===== src/rtl/seven_seg_mux_bcd_pkg.sv =====
// seven_seg_pkg: shared segment patterns, digit codes and sizing helpers
package seven_seg_pkg;
  localparam logic [3:0] BLANK = 4'hF;
  localparam logic [3:0] DASH = 4'hE;
  localparam logic [6:0] SEG_DIGIT [10] = '{7'h3F, 7'h06, 7'h5B, 7'h4F, 7'h66, 7'h6D, 7'h7D, 7'h07, 7'h7F, 7'h6F};
  localparam logic [6:0] SEG_DASH = 7'h40;
  function automatic int clog2(input int n);
    int r;
    r = 0;
    while ((1 << r) < n) r++;
    return r;
  endfunction
  function automatic logic [63:0] pow10m1(input int n);
    logic [63:0] p;
    p = 64'd1;
    for (int i = 0; i < n; i++) p = p * 64'd10;
    return p - 64'd1;
  endfunction
  function automatic logic [6:0] seg_decode(input logic [3:0] code);
    return (code <= 4'd9) ? SEG_DIGIT[code] : (code == DASH) ? SEG_DASH : 7'h00;
  endfunction
endpackage


===== src/rtl/seven_seg_mux_bcd_bin2bcd_seq.sv =====
// bin2bcd_seq: sequential double-dabble converter, one input bit per clock
module bin2bcd_seq #(
  parameter int DATA_W = 14,
  parameter int NUM_DIGITS = 4
) (
  input  logic                    clk,
  input  logic                    reset_n,
  input  logic                    start,
  input  logic [DATA_W-1:0]       din,
  output logic                    busy,
  output logic                    done,
  output logic [4*NUM_DIGITS-1:0] bcd
);
  import seven_seg_pkg::*;
  localparam int BW = 4 * NUM_DIGITS;
  localparam int CW = clog2(DATA_W + 1);
  logic [DATA_W-1:0] sh;
  logic [CW-1:0] cnt;
  function automatic logic [BW-1:0] dabble(input logic [BW-1:0] b, input logic bit_in);
    logic [BW-1:0] a;
    a = b;
    for (int i = 0; i < NUM_DIGITS; i++) a[4*i +: 4] = (a[4*i +: 4] >= 4'd5) ? a[4*i +: 4] + 4'd3 : a[4*i +: 4];
    return {a[BW-2:0], bit_in};
  endfunction
  // Start consumes the first bit straight from din, so a conversion spans exactly DATA_W edges
  always_ff @(posedge clk or negedge reset_n)
    if (!reset_n) begin
      sh <= '0;
      cnt <= '0;
      busy <= 1'b0;
      done <= 1'b0;
      bcd <= '0;
    end else begin
      done <= 1'b0;
      if (start && !busy) begin
        sh <= din << 1;
        bcd <= dabble('0, din[DATA_W-1]);
        cnt <= CW'(DATA_W - 1);
        busy <= (DATA_W > 1);
        done <= (DATA_W == 1);
      end else if (busy) begin
        sh <= sh << 1;
        bcd <= dabble(bcd, sh[DATA_W-1]);
        cnt <= cnt - 1'b1;
        busy <= (cnt != CW'(1));
        done <= (cnt == CW'(1));
      end
    end
endmodule


===== src/rtl/seven_seg_mux_bcd.sv =====
// seven_seg_mux_bcd: handshake-fed binary-to-BCD N-digit multiplexed 7-segment driver
// Define SEVEN_SEG_BLINK_EN to add the blink input and BLINK_HZ parameter.
module seven_seg_mux_bcd #(
  parameter int CLK_FREQ = 100_000_000,
  parameter int REFRESH_HZ = 400,
  parameter int NUM_DIGITS = 4,
  parameter int DATA_W = 14,
  parameter int SEG_ACTIVE_LOW = 1,
  parameter int AN_ACTIVE_LOW = 1
`ifdef SEVEN_SEG_BLINK_EN
  ,
  parameter int BLINK_HZ = 2
`endif
) (
  input  logic                  clk,
  input  logic                  reset_n,
  input  logic [DATA_W-1:0]     value,
  input  logic                  value_valid,
  output logic                  value_ready,
  input  logic                  blank_lz,
`ifdef SEVEN_SEG_BLINK_EN
  input  logic                  blink,
`endif
  output logic [6:0]            segments,
  output logic [NUM_DIGITS-1:0] anodes,
  output logic                  overflow
);
  import seven_seg_pkg::*;
  typedef enum logic [1:0] {IDLE, CONV, LOAD} state_t;
  localparam int DIV = CLK_FREQ / REFRESH_HZ;
  localparam int RW = clog2(DIV);
  localparam int SW = (NUM_DIGITS > 1) ? clog2(NUM_DIGITS) : 1;
  localparam logic [63:0] MAX_VAL = pow10m1(NUM_DIGITS);
  localparam logic [6:0] SEG_OFF = {7{SEG_ACTIVE_LOW != 0}};
  localparam logic [NUM_DIGITS-1:0] AN_OFF = {NUM_DIGITS{AN_ACTIVE_LOW != 0}};
  state_t state;
  logic start, conv_busy, conv_done, blz_q, ovf_q, lead, an_en;
  logic [4*NUM_DIGITS-1:0] bcd;
  logic [3:0] disp [NUM_DIGITS];
  logic [3:0] next_disp [NUM_DIGITS];
  logic [RW-1:0] refresh_cnt;
  logic [SW-1:0] digit_sel;
  assign start = value_valid && value_ready && !conv_busy;
  bin2bcd_seq #(.DATA_W(DATA_W), .NUM_DIGITS(NUM_DIGITS)) u_conv (
    .clk(clk),
    .reset_n(reset_n),
    .start(start),
    .din(value),
    .busy(conv_busy),
    .done(conv_done),
    .bcd(bcd)
  );
  // Shape the finished conversion into digit codes: dashes on overflow, blanks above the leading digit
  always_comb begin
    lead = 1'b1;
    for (int i = NUM_DIGITS - 1; i >= 0; i--) begin
      lead = lead && (bcd[4*i +: 4] == 4'd0);
      next_disp[i] = ovf_q ? DASH : (blz_q && lead && i != 0) ? BLANK : bcd[4*i +: 4];
    end
  end
  // Handshake FSM; display and overflow change together only in LOAD
  always_ff @(posedge clk or negedge reset_n)
    if (!reset_n) begin
      state <= IDLE;
      value_ready <= 1'b1;
      overflow <= 1'b0;
      blz_q <= 1'b0;
      ovf_q <= 1'b0;
      for (int i = 0; i < NUM_DIGITS; i++) disp[i] <= (i == 0) ? 4'd0 : BLANK;
    end else
      case (state)
        IDLE: if (start) begin
          state <= CONV;
          value_ready <= 1'b0;
          blz_q <= blank_lz;
          ovf_q <= 64'(value) > MAX_VAL;
        end
        CONV: if (conv_done) state <= LOAD;
        LOAD: begin
          disp <= next_disp;
          overflow <= ovf_q;
          value_ready <= 1'b1;
          state <= IDLE;
        end
        default: state <= IDLE;
      endcase
  // Free-running refresh divider and digit selector
  always_ff @(posedge clk or negedge reset_n)
    if (!reset_n) begin
      refresh_cnt <= '0;
      digit_sel <= '0;
    end else begin
      refresh_cnt <= (refresh_cnt == RW'(DIV - 1)) ? '0 : refresh_cnt + 1'b1;
      if (refresh_cnt == RW'(DIV - 1)) digit_sel <= (digit_sel == SW'(NUM_DIGITS - 1)) ? '0 : digit_sel + 1'b1;
    end
`ifdef SEVEN_SEG_BLINK_EN
  localparam int BDIV = CLK_FREQ / (2 * BLINK_HZ);
  localparam int BKW = (BDIV > 1) ? clog2(BDIV) : 1;
  logic [BKW-1:0] blink_cnt;
  logic phase_on;
  // Blink phase toggles every BDIV clocks, starting in the on phase
  always_ff @(posedge clk or negedge reset_n)
    if (!reset_n) begin
      blink_cnt <= '0;
      phase_on <= 1'b1;
    end else begin
      blink_cnt <= (blink_cnt == BKW'(BDIV - 1)) ? '0 : blink_cnt + 1'b1;
      if (blink_cnt == BKW'(BDIV - 1)) phase_on <= !phase_on;
    end
  assign an_en = !(blink && !phase_on);
`else
  assign an_en = 1'b1;
`endif
  // Registered pin drivers; polarity is applied last
  always_ff @(posedge clk or negedge reset_n)
    if (!reset_n) begin
      segments <= SEG_OFF;
      anodes <= AN_OFF;
    end else begin
      segments <= seg_decode(disp[digit_sel]) ^ SEG_OFF;
      anodes <= (an_en ? (NUM_DIGITS'(1) << digit_sel) : '0) ^ AN_OFF;
    end
endmodule


===== config.mk =====
export PLATFORM = sky130hd
export DESIGN_NAME = seven_seg_mux_bcd
export DESIGN_NICKNAME = d
export VERILOG_FILES = /design/src/rtl/seven_seg_mux_bcd_pkg.sv /design/src/rtl/seven_seg_mux_bcd_bin2bcd_seq.sv /design/src/rtl/seven_seg_mux_bcd.sv
export SDC_FILE = /design/constraint.sdc
export NUM_CORES = 1
export LEC_CHECK = 0
export CORE_ASPECT_RATIO = 0.8
export CORE_MARGIN = 8
export CORE_UTILIZATION = 48
export DETAILED_ROUTE_END_ITERATION = 8
export MAX_ROUTING_LAYER = met4
export PLACE_DENSITY = 0.67
export SYNTH_ARGS = -nofsm -noshare
export SYNTH_HDL_FRONTEND = slang
export SYNTH_SLANG_ARGS = --single-unit

===== constraint.sdc =====
create_clock -name clk -period 2.8 [get_ports clk]
set_input_delay 0.42 -clock clk [delete_from_list [all_inputs] [get_ports clk]]
set_output_delay 0.42 -clock clk [all_outputs]
set_load 0.02 [all_outputs]

Yosys cells after proc, flatten, opt, wreduce, memory -nomap -nowiden. Memories as Yosys holds them, arrays and structs flattened. Index checks and enable logic that the tools add are counted.

Add/subtract/negate cells: 7. Magnitude comparators: 8. Equality and inequality tests: 9. Shifts and indexed selects: 1. Muxes and demuxes: 35. Bitwise operators: 4. Reductions and logical operators: 18.

Operators with widths (number): 4-bit two-way mux (14); 16-bit two-way mux (2); 14-bit two-way mux (2); 7-bit two-way mux (4); 18-bit by 1-bit adder with 18-bit output, second input constant (1); 18-bit == test, second input constant (1); 18-bit two-way mux (1); 4-bit by 3-bit >= comparator with 1-bit output, second input constant (4); 14-bit > comparator, second input constant (1); 4-bit by 2-bit adder with 4-bit output, second input constant (3); 4-bit logical NOT (3); 4-bit binary-select mux with 2-bit select (1); 1-bit logical AND (8); 7-bit inverter (1); 2-bit two-way mux (3); 2-bit AND reduction (3); 5-bit >= comparator, second input constant (1); 1-bit two-way mux (5); 4-bit inverter with 5-bit output (1); 2-bit == test, second input constant (2); 4-bit by 1-bit == test with 1-bit output, second input constant (1); 4-bit == test, second input constant (1); 4-bit <= comparator, second input constant (1); 2-bit by 1-bit inequality test with 1-bit output, second input constant (2); other kinds (15) (16).

Register bits after elaboration: 89. ROM bits: 112. Input port bits: 18. Output and inout bits: 13. Word-level logic and storage cells: 101. Memories: 1.

Memories: (no name shown) (depth 16, bits a word 7, rd ports 1, clocked after memory_dff 0, write ports 0, RTL line seven_seg_mux_bcd_pkg.sv:20) `return (code <= 4'd9) ? SEG_DIGIT[code] : (code == DASH) ? SEG_DASH : 7'h00;`.

Depth between registers and ports, before layout. Gate-level depths: netlist of run 1.

Word-level depth: 10. Mapped depth: 8. Mapped depth without buffers: 7.

Cells and area by module. From an unflattened synthesis of run 1, not the netlist that was laid out.

Cell total of the unflattened synthesis: 414. Area, all modules: 4388.0 µm².

By module, submodules not included: seven_seg_mux_bcd (instances 1, cells an instance 230, area an instance 2562.5 µm²); bin2bcd_seq (instances 1, cells an instance 184, area an instance 1825.5 µm²).

Worst setup path after synthesis of run 1. OpenSTA, ideal clock, no wires.

Path kind: register to register. Start point: register digit_sel[0]. End point: register segments[4]. Setup time: 0.077 ns. Arrival time: 1.893 ns. Required time: 2.723 ns. Path slack: 0.831 ns. Cell stages (with the launch flop): 9. Cell sequence: dfrtp_1 buf_6 mux4_1 inv_1 ha_1 nor2_1 or2_4 o21ai_2 nand2_1.

Word-level cells in the longest chain between the ends: 10.

RTL lines: start, declared (RTL line seven_seg_mux_bcd.sv:42) `logic [SW-1:0] digit_sel;`; start signal, assigned (RTL line seven_seg_mux_bcd.sv:94) `if (refresh_cnt == RW'(DIV - 1)) digit_sel <= (digit_sel == SW'(NUM_DIGITS - 1)) ? '0 : digit_sel + 1'b1;`; 2-bit inverter with 3-bit output (implied by the code) (*) (RTL line seven_seg_mux_bcd.sv:120) `segments <= seg_decode(disp[digit_sel]) ^ SEG_OFF;`; 4-bit binary-select mux with 2-bit select (*) (RTL line seven_seg_mux_bcd.sv:120); 4-bit two-way mux (implied by the code) (*) (2 in series) (RTL line seven_seg_mux_bcd.sv:120); 4-bit inverter with 5-bit output (implied by the code) (RTL line seven_seg_mux_bcd_pkg.sv:20); memory 16 x 7 bit; 7-bit two-way mux (implied by the code) (2 in series) (RTL line seven_seg_mux_bcd_pkg.sv:20); 7-bit two-way mux (*) (RTL line seven_seg_mux_bcd_pkg.sv:20); 7-bit inverter (no line) (*); end signal, assigned (RTL line seven_seg_mux_bcd.sv:120); end, declared (RTL line seven_seg_mux_bcd.sv:24) `output logic [6:0] segments,`.

Every way passes the cells marked *; elsewhere a longest branch is shown, timed or not. The select of a mux whose other input is x is not followed. A chain may end at the register's enable or synchronous reset.

Final worst setup path of run 1.
Start point: register digit_sel[0]. End point: register segments[0].

Same word-level chain as after synthesis.

==> reports/results.ini, run 1 <==
[outcome]
status = finished clean

[setup_path]
critPathMaxFanout = 11
crit_required_ns = 3.07
path_depth = 6
crit_chain = mux4_1, ha_1, nor2_1, nor2_1, and2_2, o21ai_1
slowest_delay_ns = 0.73
crit_buf_inv = 0
crit_start = digit_sel[0]
crit_path_end_kind = register
r2r-start = digit_sel[0]
critPathTopFamily = multiplexers
cp_common_cell = nor2_1
worstSetupPathType = register to register
r2r_slack_ns = 0.52
start_kind = register
cp_slowest_cell = mux4_1
cp_data_arrival_time_ns = 2.55
timing.rr.end = segments[0]
r2r_cells = 6
crit_path_end = segments[0]

[detailed_routing]
drt-total-wl_um = 8460
wl_per_cell_um = 14.7
drtAntennaViolNets = 0
drtIter0Drc = 208
avgViaCountPerCell = 5.42
vias = 3116
drc = 0
first_pass_iters = 4

[pwr]
pwr-share-comb = 0.348
ir_worst_vdd_uv = 521
pwr-share-clk = 0.235
p_per_area_mw_per_mm2 = 971
p_seq_frac = 0.416
p_sw_frac = 0.350
cell_internal_pwr_mw = 3.27
leakagePower_nw = 2.35
p_switching_mw = 1.76

[placed_design]
dp.cells = 559
port_buffers = 30
dp_hpwl_um = 6020
place_congestion = 0.815
placed_area_mm2 = 0.00488

[yosys]
yosys.cell_types.count = 49
synthFlopType = dfrtp_1
synthesis.area_mm2 = 0.00447
synth_largest_area_cell = dfrtp_1
synth-async-reset-ratio = 1.00
synth_nets = 468
syn_avg_cell_area_um2 = 10.5
synth-seq-area-share = 0.499
synth_edf_count = 0
synth_top_cell_area_share = 0.358
ys_seq_elements = 88
ys_warn_count = 0
netlist_top_cells_area = dfrtp_1 (36%), dfstp_2 (14%), ha_1 (6.7%), mux2i_1 (6.5%), nand2_1 (4.7%)
syn-instance-count = 426

[clock_network]
cts.htree.levels = 3
tritoncts = done
cts_sinks = 88
clk_pin_slew_ns = 0.07
clk_latency_ns = 0.34
cts_hold_buffers = 0
root_buffer = clkbuf_16
post_cts_buffers = 0
cts_resized = 0
clk_path_buf_depth = 2
cts_buffers = 9

[finish]
fin_util = 0.573
fin_nets = 497
fill_cells = 747
area_growth_syn_to_layout_pct = 15.8
layout.cells.non_filler = 575
final_common_cell = dfrtp_1
register_area_mm2 = 0.00223
drive_gt1_frac = 0.130
multiInputGateArea_mm2 = 0.00207
layout_common_cells = dfrtp_1 (63), nand2_1 (56), nor2_1 (29), mux2i_1 (29), clkdlybuf4s50_1 (29)
n_antenna_cell = 0
fin_area_mm2 = 0.00517

[timing]
slew_headroom = 0.449
fin_tns_setup_ns = 0
rsz0062_at_grt = false
max_freq_mhz = 438
final_hold_viol_count = 0
finalSetupViolCount = 0
min_period_ns = 2.28
whs_ns = 0.0383
fin_worst_skew_ns = 0.00827
worstMarginPinSlew_ns = 0.825
maxSlewViolCount = 0
fin_crit_sh = 0.815

[floorplanning]
die_w_um = 124
rows = 31
start_util = 0.495
pin_count = 31
die_h_um = 102
coreArea_mm2 = 0.00904
dieArea_mm2 = 0.0127

[global_routing]
grt_start_max_net_pins = 53
grt_use_total = 0.150
grt_overflow = 0
grt_pass1_vias = 2949
grt_first_pass_wirelength_um = 14500
antenna_found_initial = 0

[flow_run]
cap_violations = 0

[worst_hold_path]
holdCritPathClass = input pin to async pin

==> cells in the mapped netlist (all sizes together), types with 11 or more instances <==
| cell type | count |
|---|---|
| xnor2 | 14 |
| nand3 | 14 |
| dfrtp | 64 |
| o21ai | 34 |
| nor2 | 29 |
| inv | 24 |
| mux2i | 29 |
| nand2 | 56 |
| a21oi | 16 |
| clkbuf | 11 |
| ha | 24 |
| dfstp | 24 |
==> state kept, by name (all words and copies together) (netlist names), 2 cells and up <==
| signal | count |
|---|---|
| anodes | 4 |
| refresh_cnt | 18 |
| u_conv.bcd | 16 |
| segments | 7 |
| digit_sel | 2 |
| u_conv.sh | 13 |
| u_conv.cnt | 4 |
| disp | 16 |
| state | 2 |
==> power groups by stage <==
stage | combinational (mW) | clock, mW | sequential, mW
2_1_floorplan | 1.33 | 0 | 2.04
3_3_place_gp | 1.71 | 0 | 2.10
3_5_place_dp | 1.76 | 0 | 2.12
4_1_cts | 1.77 | 1.22 | 2.10
5_1_grt | 1.99 | 1.27 | 2.16
6_report | 1.75 | 1.18 | 2.09
==> stage by stage <==
stage                     setup WS [ns]  total power [mW]
after floorplan                   0.831              3.37
after global placement            0.646              3.82
after detailed placement          0.570              3.88
after CTS                         0.513              5.09
after global routing              0.367              5.42
final                             0.518              5.03
==> kinds of logic (layout without fill, tap and decap cells) <==
logic type,after synthesis,after routing,share of synthesized area
compound gates,68,68,0.0893
xor+xnor,20,20,0.0392
fa+ha+maj,24,24,0.0672
buf+inv,40,74,0.0375
flops,88,88,0.499
mux,40,40,0.104
simple gates,146,146,0.163
==> worst min path at each step <==
stage | endpoint | cells after the start
2_1_floorplan | blz_q | 0
6_report | disp[14] | 1
3_5_place_dp | overflow | 1
3_3_place_gp | u_conv.bcd[8] | 1
5_1_grt | u_conv.busy | 1
4_1_cts | u_conv.busy | 1
==> routing by layer <==
metal,vias up,routed length [um],GRT usage
li1,1541,-,-
met1,1515,4430,0.207
met2,51,3560,0.203
met3,9,349,0.0403
met4,0,126,0.0582
met5,-,0,-
==> cell type report <==
type	instances	share of cell area
inverter	24	0.0174
tap	115	0.0278
clock buffer	9	0.0435
clock inverter	7	0.0140
timing repair buffer	34	0.0658
sequential	88	0.432
multi-input combinational	298	0.400
No activity file was read; power rests on OpenSTA's default activity.
==> inputs of run 2 (changes only) <==
Settings changed: PLACE_DENSITY 0.67 to 0.7.
Clock period 2.8 ns to 2 ns, I/O delays scaled along.
==> reports/results.ini, run 2 (synthesis gave the netlist of run 1 again) <==
[placed_design]
place_congestion = 0.812
dp_hpwl_um = 6580
dp.cells = 568
port_buffers = 30
placed_area_mm2 = 0.00496
pre_cts_slack_ns = 0.0697

[finish]
fin_area_mm2 = 0.00524
layout.cells.non_filler = 585
largest_register = refresh_cnt
largest_reg_flops = 18
largestRegisters = refresh_cnt x18, disp x16, u_conv.bcd x16
drive_gt1_frac = 0.149
layout_common_cells = dfrtp_1 (63), nand2_1 (56), nor2_1 (29), mux2i_1 (29), clkdlybuf4s50_1 (29)
fin_nets = 507
area_growth_syn_to_layout_pct = 17.2
final_common_cell = dfrtp_1
n_antenna_cell = 0

[pwr]
leakagePower_nw = 2.39
ir_worst_vdd_uv = 848
total_power_mw = 7.04
p_per_area_mw_per_mm2 = 1340

[timing]
fin_worst_skew_ns = 0.0108
finalSetupViolCount = 0
final_hold_viol_count = 0
fin_crit_sh = 0.933
slew_headroom = 0.625
fin_tns_setup_ns = 0
worst_slack_ns = 0.134
worstMarginPinSlew_ns = 0.563
rsz0062_at_grt = false
maxSlewViolCount = 0
max_freq_mhz = 536
min_period_ns = 1.87

[floorplanning]
dieArea_mm2 = 0.0127
rows = 31
pin_count = 31
die_w_um = 124
start_util = 0.495
coreArea_mm2 = 0.00904
die_h_um = 102

[flow_run]
cap_violations = 0

[clock_network]
tritoncts = done
cts.htree.levels = 3
cts_sinks = 88
post_cts_buffers = 0
root_buffer = clkbuf_16
clk_path_buf_depth = 2
cts_buffers = 9
clk_pin_slew_ns = 0.06
clk_latency_ns = 0.34

[detailed_routing]
drtIter0Drc = 176
wl_per_cell_um = 15.6
first_pass_iters = 4
drc = 0
drtAntennaViolNets = 0
vias = 3190
avgViaCountPerCell = 5.45
drt-total-wl_um = 9130

[setup_path]
start_kind = register
cp_data_arrival_time_ns = 2.13
critPathMaxFanout = 4
r2r_slack_ns = 0.13
crit_path_end_kind = register
crit_required_ns = 2.26
worstSetupPathType = register to register

[global_routing]
antenna_found_initial = 0
grt_pass1_vias = 3244
grt_start_max_net_pins = 45
grt_overflow = 0
grt_first_pass_wirelength_um = 15500
grt_use_total = 0.159

[worst_hold_path]
holdCritPathClass = register to register

[outcome]
status = finished clean

==> run 2: cell types whose count changed in the layout (fill, tap and decap cells not counted), moves of 2 or more <==
cell	previous run	this run
mux4_2	2	4
clkbuf_8	0	2
clkinv_4	2	0
clkbuf_1	0	2
buf_4	4	12
mux4_1	2	0
==> run 2: worst max-delay path, stage by stage (launching register included) <==
cell and delay [ns]:
dfrtp_1 0.42, mux4_2 0.57, ha_1 0.23, nor2_1 0.13, nor2_1 0.08, and2_2 0.22
o21ai_1 0.14
==> run 2: cell type report <==
| type | instances | area, um2 |
|---|---|---|
| Fill cell | 783 | 3800 |
| Multi-Input combinational cell | 298 | 2060 |
| Timing Repair Buffer | 44 | 430 |
| Inverter | 24 | 90.1 |
| Clock inverter | 3 | 17.5 |
| Clock buffer | 13 | 260 |
| Tap cell | 115 | 144 |
| Sequential cell | 88 | 2230 |
==> run 2: final timing paths <==
path,from,cells past startpoint,to
worst max-delay path,digit_sel[0],6,segments[0]
min in group asynchronous,reset_n,2,disp[13]
worst max register to register,digit_sel[0],6,segments[0]
worst min-delay path,disp[1],2,disp[1]
worst min register to register,disp[1],2,disp[1]
max in group asynchronous,reset_n,3,anodes[3]
==> run 2: metal layers <==
metal,GRT usage,share of wire
met4,0.0499,0.015
met2,0.246,0.46
met3,0.0420,0.043
met1,0.199,0.48
met5,-,0
==> run 2: power breakdown <==
part	switching [mW]	internal, mW	leakage (nW)
Clock	0.656	0.906	0.136
Sequential	0.509	2.44	1.07
Combinational	1.31	1.22	1.18
==> run 2: repair_timing <==
action / 4_1_cts / 5_1_grt
resized for setup: 0 / 3
hold endpoints to repair: 30 / 0
hold buffers: 1 / 0
setup endpoints to repair: 0 / 6
==> run 2: per-stage QoR <==
stage                     utilization  hold slack (ns)
after detailed placement        0.549            0.328
after floorplan                     -          0.00441
after global placement          0.549            0.329
final                           0.580            0.469
after global routing            0.580            0.495
after CTS                       0.580            0.471
==> inputs of run 3 (changes only) <==
Settings changed: SYNTH_HIERARCHICAL from default to 1.
==> reports/results.ini, run 3 <==
[global_routing]
grt_pass1_vias = 3003
grt_first_pass_wirelength_um = 14300
antenna_found_initial = 0
grt_start_max_net_pins = 54
grt_overflow = 0
grt_use_total = 0.148

[floorplanning]
coreArea_mm2 = 0.00896
die_w_um = 123
die_h_um = 102
start_util = 0.490
pin_count = 31
dieArea_mm2 = 0.0125
rows = 31

[pwr]
ir_worst_vdd_uv = 446
p_seq_frac = 0.508
p_switching_mw = 0.699
p_per_area_mw_per_mm2 = 683
pwr-share-clk = 0.469
leakagePower_nw = 2.28
total_power_mw = 3.51
p_sw_frac = 0.199
cell_internal_pwr_mw = 2.81
pwr-share-comb = 0.023

[yosys]
synth-async-reset-ratio = 1.00
syn-instance-count = 414
synth_top_cell_area_share = 0.365
ys_seq_elements = 88
synthesis.area_mm2 = 0.00439
synth_largest_area_cell = dfrtp_1
netlist_top_cells_area = dfrtp_1 (36%), dfstp_2 (14%), ha_1 (6.0%), nand2_1 (5.2%), mux2i_1 (4.3%)
synth_common_cells = dfrtp_1 (64), nand2_1 (61), o21ai_0 (31), dfstp_2 (24), inv_1 (24)
synthFlopType = dfrtp_1
ys_warn_count = 6
synth_nets = 453
synth_edf_count = 0
yosys.cell_types.count = 53
synth-seq-area-share = 0.509
syn_avg_cell_area_um2 = 10.6
yosysMostFrequentCell = dfrtp_1

[timing]
finalSetupViolCount = 0
max_freq_mhz = 545
maxSlewViolCount = 0
fin_crit_sh = 0.917
slew_headroom = 0.714
worstMarginPinSlew_ns = 0.425
final_hold_viol_count = 0
worst_slack_ns = 0.167
rsz0062_at_grt = false
fin_tns_setup_ns = 0
fin_worst_skew_ns = 0.00831
min_period_ns = 1.83

[detailed_routing]
avgViaCountPerCell = 5.32
drtIter0Drc = 215
drc = 0
first_pass_iters = 4
drt-total-wl_um = 8260
vias = 3035
wl_per_cell_um = 14.5
drtAntennaViolNets = 0

[placed_design]
pre_cts_slack_ns = 0.0472
port_buffers = 30
placed_area_mm2 = 0.00484
dp_hpwl_um = 5860
place_congestion = 0.789

[finish]
largest_reg_flops = 18
layout_common_cells = dfrtp_1 (64), nand2_1 (61), o21ai_0 (31)
fin_util = 0.574
largestRegisters = refresh_cnt x18, disp x16, u_conv/bcd x16
drive_gt1_frac = 0.149
n_antenna_cell = 0
final_common_cell = dfrtp_1
fin_area_mm2 = 0.00514
largest_register = refresh_cnt
fin_nets = 490
area_growth_syn_to_layout_pct = 17.1

[flow_run]
cap_violations = 0

[setup_path]
critPathMaxFanout = 7
start_kind = register
r2r_cells = 7
worstSetupPathType = register to register
crit_path_end_kind = register
cp_data_arrival_time_ns = 2.09
crit_required_ns = 2.26

[clock_network]
cts_buffers = 9
root_buffer = clkbuf_16
clk_pin_slew_ns = 0.06
cts.htree.levels = 3
tritoncts = done
cts_sinks = 88
post_cts_buffers = 0
clk_path_buf_depth = 2
clk_latency_ns = 0.33

[outcome]
status = finished clean

[worst_hold_path]
holdCritPathClass = input pin to async pin

==> run 3: power by group through the flow <==
stage	combinational, mW	clock [mW]	sequential, mW
floorplan	0.00251	0	1.81
global placement	0.0809	0	1.81
detailed placement	0.0820	0	1.81
CTS	0.0837	1.69	1.78
global route	0.0913	1.76	1.78
finish	0.0800	1.65	1.78
==> run 3: cell type report <==
type	count	area [um2]
clock buffers	15	289
clock inverters	1	8.76
repair buffers	41	408
multi-input cells	287	1970
flip-flops and latches	88	2230
inverters	24	90.1
fillers	744	3820
well taps	115	144
==> run 3: final timing paths <==
check | from | to | slack, ns
worst max-delay path | digit_sel[0] | segments[6] | 0.17
worst min-delay path | reset_n | disp[13] | 0.46
worst max register to register | digit_sel[0] | segments[6] | 0.17
worst min register to register | disp[3] | disp[3] | 0.46
max in group asynchronous | reset_n | disp[5] | 0.88
min in group clk | disp[3] | disp[3] | 0.46
==> run 3: per-layer routing <==
layer  vias to the layer above  share of wire  GRT usage
met3                        10          0.035     0.0396
met2                        39           0.47      0.224
li1                       1498              -          -
met4                         0          0.012     0.0421
met1                      1488           0.49      0.192
met5                         -              0          -
==> run 3: worst max-delay path, cell delays in order (launching register included) <==
cell and delay (ns):
dfrtp_1 0.44, mux4_2 0.58, inv_1 0.15, ha_1 0.18, nor2_1 0.07, o21ai_4 0.18
a21o_1 0.10, o21ai_1 0.05
==> run 3: repair_timing <==
action	in CTS	in global routing
endpoints found under the setup margin	0	2
gates resized for setup	0	2
hold endpoints to repair	22	0
hold buffers	1	0
==> run 3: kinds of logic after synthesis <==
family	Yosys count	share of synthesized area
and+or+nand+nor	144	0.171
DFF	88	0.509
AOI/OAI and AO/OA	77	0.109
buffers and inverters	39	0.0411
muxes	25	0.0707
adders and majority gates	21	0.0599
xor gates and xnor gates	20	0.0399
==> run 3: per-stage QoR <==
stage                     hold WS (ns)  cells
after floorplan                0.00441    414
after global placement           0.270    554
after detailed placement         0.278    554
after CTS                        0.464    571
after global routing             0.479    571
final                            0.459    571
